[src/rtl/xor_parity_accum_pkg.sv]
// Shared types and helpers for the XOR parity accumulator.
package xor_parity_accum_pkg;

  typedef enum logic [1:0] {
    StIdle = 2'd0,
    StAcc  = 2'd1,
    StDone = 2'd2
  } state_e;

  // Bits needed to hold a count of 0..max_words.
  function automatic int unsigned count_width(input int unsigned max_words);
    return $clog2(max_words + 1);
  endfunction

endpackage

[src/rtl/xor_word.sv]
// Word-wide XOR gate: bitwise y = a ^ b.
module xor_word #(
  parameter int unsigned WIDTH = 8
) (
  input  logic [WIDTH-1:0] a,
  input  logic [WIDTH-1:0] b,
  output logic [WIDTH-1:0] y
);

  assign y = a ^ b;

endmodule

[src/rtl/xor_parity_accum.sv]
// Frame-wise column XOR accumulator with reduction parity, word count and overflow flag.
module xor_parity_accum
  import xor_parity_accum_pkg::*;
#(
  parameter int unsigned WIDTH     = 8,
  parameter int unsigned MAX_WORDS = 16,
  parameter bit          ODD       = 1'b0,
  localparam int unsigned CW       = count_width(MAX_WORDS)
) (
  input  logic             clk,
  input  logic             rst_n,
  input  logic             in_valid,
  output logic             in_ready,
  input  logic [WIDTH-1:0] in_data,
  input  logic             in_last,
  output logic             out_valid,
  input  logic             out_ready,
  output logic [WIDTH-1:0] out_parity,
  output logic             out_bit,
  output logic [CW-1:0]    out_count,
  output logic             out_overflow
);

  state_e           state_q, state_d;
  logic [WIDTH-1:0] acc_q, acc_d, acc_xor;
  logic [CW-1:0]    count_q, count_d;
  logic             ovf_q, ovf_d;
  logic             beat;

  xor_word #(
    .WIDTH(WIDTH)
  ) u_xor_word (
    .a(acc_q),
    .b(in_data),
    .y(acc_xor)
  );

  always_ff @(posedge clk) begin
    if (!rst_n) begin
      state_q <= StIdle;
      acc_q   <= '0;
      count_q <= '0;
      ovf_q   <= 1'b0;
    end else begin
      state_q <= state_d;
      acc_q   <= acc_d;
      count_q <= count_d;
      ovf_q   <= ovf_d;
    end
  end

  assign beat = in_valid && in_ready;

  always_comb begin
    state_d = state_q;
    acc_d   = acc_q;
    count_d = count_q;
    ovf_d   = ovf_q;
    unique case (state_q)
      StIdle: begin
        if (beat) begin
          acc_d   = in_data;
          count_d = CW'(1);
          ovf_d   = 1'b0;
          state_d = in_last ? StDone : StAcc;
        end
      end
      StAcc: begin
        if (beat) begin
          acc_d = acc_xor;
          // Count saturates at the limit; overflow stays set until the frame is consumed.
          if (count_q == CW'(MAX_WORDS)) begin
            ovf_d = 1'b1;
          end else begin
            count_d = count_q + CW'(1);
          end
          if (in_last) begin
            state_d = StDone;
          end
        end
      end
      StDone: begin
        if (out_ready) begin
          state_d = StIdle;
          acc_d   = '0;
          count_d = '0;
          ovf_d   = 1'b0;
        end
      end
      default: state_d = StIdle;
    endcase
  end

  // Results are gated to zero outside DONE so partial sums never leak out.
  always_comb begin
    in_ready     = (state_q != StDone);
    out_valid    = (state_q == StDone);
    out_parity   = out_valid ? acc_q : '0;
    out_count    = out_valid ? count_q : '0;
    out_overflow = out_valid ? ovf_q : 1'b0;
    out_bit      = (^out_parity) ^ ODD;
  end

endmodule

[config.mk]
export PLATFORM = sky130hd
export DESIGN_NAME = xor_parity_accum
export DESIGN_NICKNAME = d
export VERILOG_FILES = /design/src/rtl/xor_parity_accum_pkg.sv /design/src/rtl/xor_word.sv /design/src/rtl/xor_parity_accum.sv
export SDC_FILE = /design/constraint.sdc
export NUM_CORES = 1
export LEC_CHECK = 0
export CAP_MARGIN = 40
export CORE_MARGIN = 8
export CORE_UTILIZATION = 25
export DETAILED_ROUTE_END_ITERATION = 6
export HOLD_SLACK_MARGIN = 0.02
export SLEW_MARGIN = 40
export SYNTH_ARGS = -nofsm -noshare
export SYNTH_HDL_FRONTEND = slang
export SYNTH_HIERARCHICAL = 1
export SYNTH_SLANG_ARGS = --single-unit
[constraint.sdc]
create_clock -name clk -period 2.1 [get_ports clk]
set_clock_uncertainty 0.2 [all_clocks]
set_input_delay 0.42 -clock clk [delete_from_list [all_inputs] [get_ports clk]]
set_output_delay 0.42 -clock clk [all_outputs]
set_load 0.01 [all_outputs]
==> results.py <==
metrics = {
    "run_status": {
        "outcome": "finished, final reports clean",
    },
    "pwr": {
        "p_per_area_nw_per_um2": 592,
        "p_leak_nw": 0.692,
        "peakVddDrop_uv": 166,
    },
    "worst_setup_path": {
        "criticalPathCategory": "reg -> out",
        "startpoint_type": "flip-flop",
        "r2r-end": "count_q[3]$_SDFFE_PN0P_",
        "r2r_start": "state_q[1]$_SDFFE_PN0P_",
        "cp.arrival_ps": 1400,
        "end_kind": "output pin",
        "r2r_slack_ps": 140,
        "crit_fanout": 6,
        "required_ps": 1480,
        "r2r_cells": 6,
    },
    "clock_network": {
        "cts-root-buf": "clkbuf_8",
        "cts_htree_levels": 1,
        "cts_buffers": 3,
        "clk_latency_ps": 240,
        "cts.sinks": 16,
        "cts_tree": "built",
        "path_clk_slew_ps": 60,
        "cts_setup_buffers": 0,
        "clock_path_buffers": 2,
    },
    "yosys": {
        "synth_seq_cells": 16,
        "syn_nets": 157,
        "ys_seq_area_share_pct": 27.4,
        "synthCells": 139,
        "syn_area_um2": 1170,
        "synth_compound_area_share_pct": 18.1,
        "synthDistinctLibCells": 31,
        "synth-edff-count": 0,
        "synth-warning-count": 6,
        "synth_xor_area_share_pct": 11.3,
        "async_flop_share_pct": 0,
        "synth-simple-area-share_pct": 28.3,
        "synthAdderAreaFrac_pct": 5.36,
        "synthFlopType": "dfxtp_1",
        "synth_top_family_by_area": "simple AND/OR/NAND/NOR gates",
        "avgSynthCellArea_um2": 8.40,
        "synth_mux_area_share_pct": 3.22,
    },
    "global_route": {
        "grt_pass1_vias": 1109,
        "grtUsageTotal_pct": 8.41,
        "grt_max_degree": 17,
        "grt_pass1_wl_mm": 5.11,
        "antenna_found_initial": 0,
        "grt_overflow": 0,
    },
    "floorplanning": {
        "dieArea_um2": 7110,
        "die_w_um": 84.3,
        "io_pins": 30,
        "core_um2": 4600,
        "rows": 25,
        "die_h_um": 84.3,
        "initial_core_util_pct": 25.4,
    },
    "layout": {
        "final.fill_count": 481,
        "insertedDiodeCount": 0,
        "finalInstanceArea_um2": 1650,
        "final_nets": 199,
        "area_growth_pct": 41.1,
        "drive_above_1_share_pct": 20.1,
        "final_cells": 233,
    },
    "detailed_routing": {
        "wl_per_cell_um": 13.0,
        "drc": 0,
        "drtAntennaViolNets": 0,
        "vias": 1110,
        "drt_first_pass_iters": 4,
        "routed_wl_mm": 3.03,
        "avgViaCountPerCell": 4.76,
        "drt_iter0_markers": 52,
    },
    "flow_run": {
        "maxCapViolations": 0,
    },
    "min_path": {
        "hold_end": "ovf_q$_SDFFE_PN0P_",
        "holdCritStartpoint": "ovf_q$_SDFFE_PN0P_",
        "min_path_type": "reg -> reg",
        "holdPathStages": 2,
    },
    "placed_design": {
        "io_buffers": 29,
        "routabilityCongestion": 0.812,
        "dpl.cell_count": 230,
        "post_dp_cell_area_um2": 1600,
        "dp_hpwl_mm": 2.27,
    },
    "timing": {
        "fmax_mhz": 495,
        "rsz0062_at_grt": "no",
        "fin_crit_ps": 2020,
        "tightest_slew_ps": 342,
        "post-route-period-util_pct": 96.3,
        "setup_viol": 0,
        "relSlewSlack_pct": 77.2,
        "hold_viol": 0,
        "tns_ps": 0,
        "slew_violations": 0,
    },
}
[how the worst max path moves through the flow]
stage | from | depth (start not counted) | end
floorplan | state_q[0]$_SDFFE_PN0P_ | 8 | acc_q[2]$_SDFFE_PN0P_
global placement | in_valid | 5 | count_q[3]$_SDFFE_PN0P_
CTS | state_q[0]$_SDFFE_PN0P_ | 5 | out_parity[5]
detailed placement | state_q[0]$_SDFFE_PN0P_ | 5 | out_parity[5]
finish | state_q[0]$_SDFFE_PN0P_ | 5 | out_parity[3]
global route | state_q[0]$_SDFFE_PN0P_ | 5 | out_parity[3]
[cell usage after synthesis (all sizes together) (2+ instances only)]
| master | instances | area, um^2 |
|---|---|---|
| a21oi | 8 | 40.0 |
| a221oi | 8 | 108 |
| a31oi | 2 | 12.5 |
| and2 | 15 | 93.8 |
| buf | 5 | 40.0 |
| clkbuf | 2 | 7.51 |
| dfxtp | 16 | 320 |
| ha | 5 | 62.6 |
| inv | 7 | 26.3 |
| nand2 | 4 | 15.0 |
| nand2b | 3 | 26.3 |
| nand3 | 3 | 15.0 |
| nand4 | 4 | 25.0 |
| nor2 | 16 | 67.6 |
| nor2b | 3 | 18.8 |
| nor3 | 11 | 60.1 |
| o21ai | 7 | 35.0 |
| xnor2 | 5 | 43.8 |
| xor2 | 10 | 87.6 |
[repair_timing]
action                     4_1_cts  5_1_grt
gates cloned                     0        0
pin swaps                        0        1
hold buffers                     0        0
gates resized for setup         19       10
setup endpoints to repair       17       14
[critical path, stage by stage (launching register included)]
cell	delay, ps
dfxtp_2	350
inv_2	60
ha_4	170
buf_4	150
and2_1	150
dlygate4sd2_1	280
[state kept, by name, indices dropped and copies added (netlist names)]
| register | count |
|---|---|
| acc_q | 8 |
| count_q | 5 |
| ovf_q | 1 |
| state_q | 2 |
[cell usage in the layout, fill, tap and decap left out, drive strengths merged, types with 2 or more instances in the layout]
| cell type | instances |
|---|---|
| nand2b | 3 |
| o21ai | 7 |
| xnor2 | 5 |
| clkdlybuf4s15 | 3 |
| nand3 | 3 |
| inv | 7 |
| nand2 | 4 |
| nor3 | 11 |
| nor2 | 16 |
| a221oi | 8 |
| a31oi | 2 |
| xor2 | 10 |
| clkdlybuf4s50 | 12 |
| dfxtp | 16 |
| buf | 15 |
| ha | 5 |
| nand4 | 4 |
| and2 | 15 |
| nor2b | 3 |
| a21oi | 8 |
| dlygate4sd2 | 13 |
| clkbuf | 4 |
[area by class of cell]
cell class | instances | area (um^2) | share of cell area (%)
Multi-Input combinational cell | 109 | 793 | 48.2
Sequential cell | 16 | 324 | 19.7
Inverter | 7 | 26.3 | 1.60
Timing Repair Buffer | 44 | 394 | 23.9
Tap cell | 54 | 67.6 | 4.10
Clock buffer | 3 | 41.3 | 2.51
[per-layer routing]
metal | track usage [%] | up-vias | part of all wire (%)
met2 | 14.0 | 32 | 48
met3 | 2.81 | 4 | 6.5
met1 | 10.1 | 510 | 45
li1 | - | 564 | -
met5 | 0 | - | 0
met4 | 2.16 | 0 | 0.56
[stage by stage]
stage,hold WS (ps),setup WS [ps],total power (W),utilization (%)
5_1_grt,337,25.0,0.00104,35.8
3_5_place_dp,269,17.1,0.000753,34.9
4_1_cts,283,29.6,0.000978,35.6
6_report,281,78.7,0.000974,35.8
3_3_place_gp,267,41.8,0.000749,34.9
2_1_floorplan,250,220,0.000615,-
[kinds of logic after synthesis]
logic type | count (synthesis)
multiplexers | 2
flip-flops | 16
adder cells (fa/ha/maj) | 5
XOR/XNOR | 15
AND/OR/NAND/NOR | 60
buffers and inverters | 14
AO/OA/AOI/OAI | 27
[report_power, final]
| group | switching (W) | leakage, nW | internal, W |
|---|---|---|---|
| clock network | 0.000102 | 0.0216 | 0.000127 |
| registers | 0.0000245 | 0.132 | 0.000333 |
| logic | 0.000191 | 0.538 | 0.000196 |
Power figures use the tool's default switching activity.
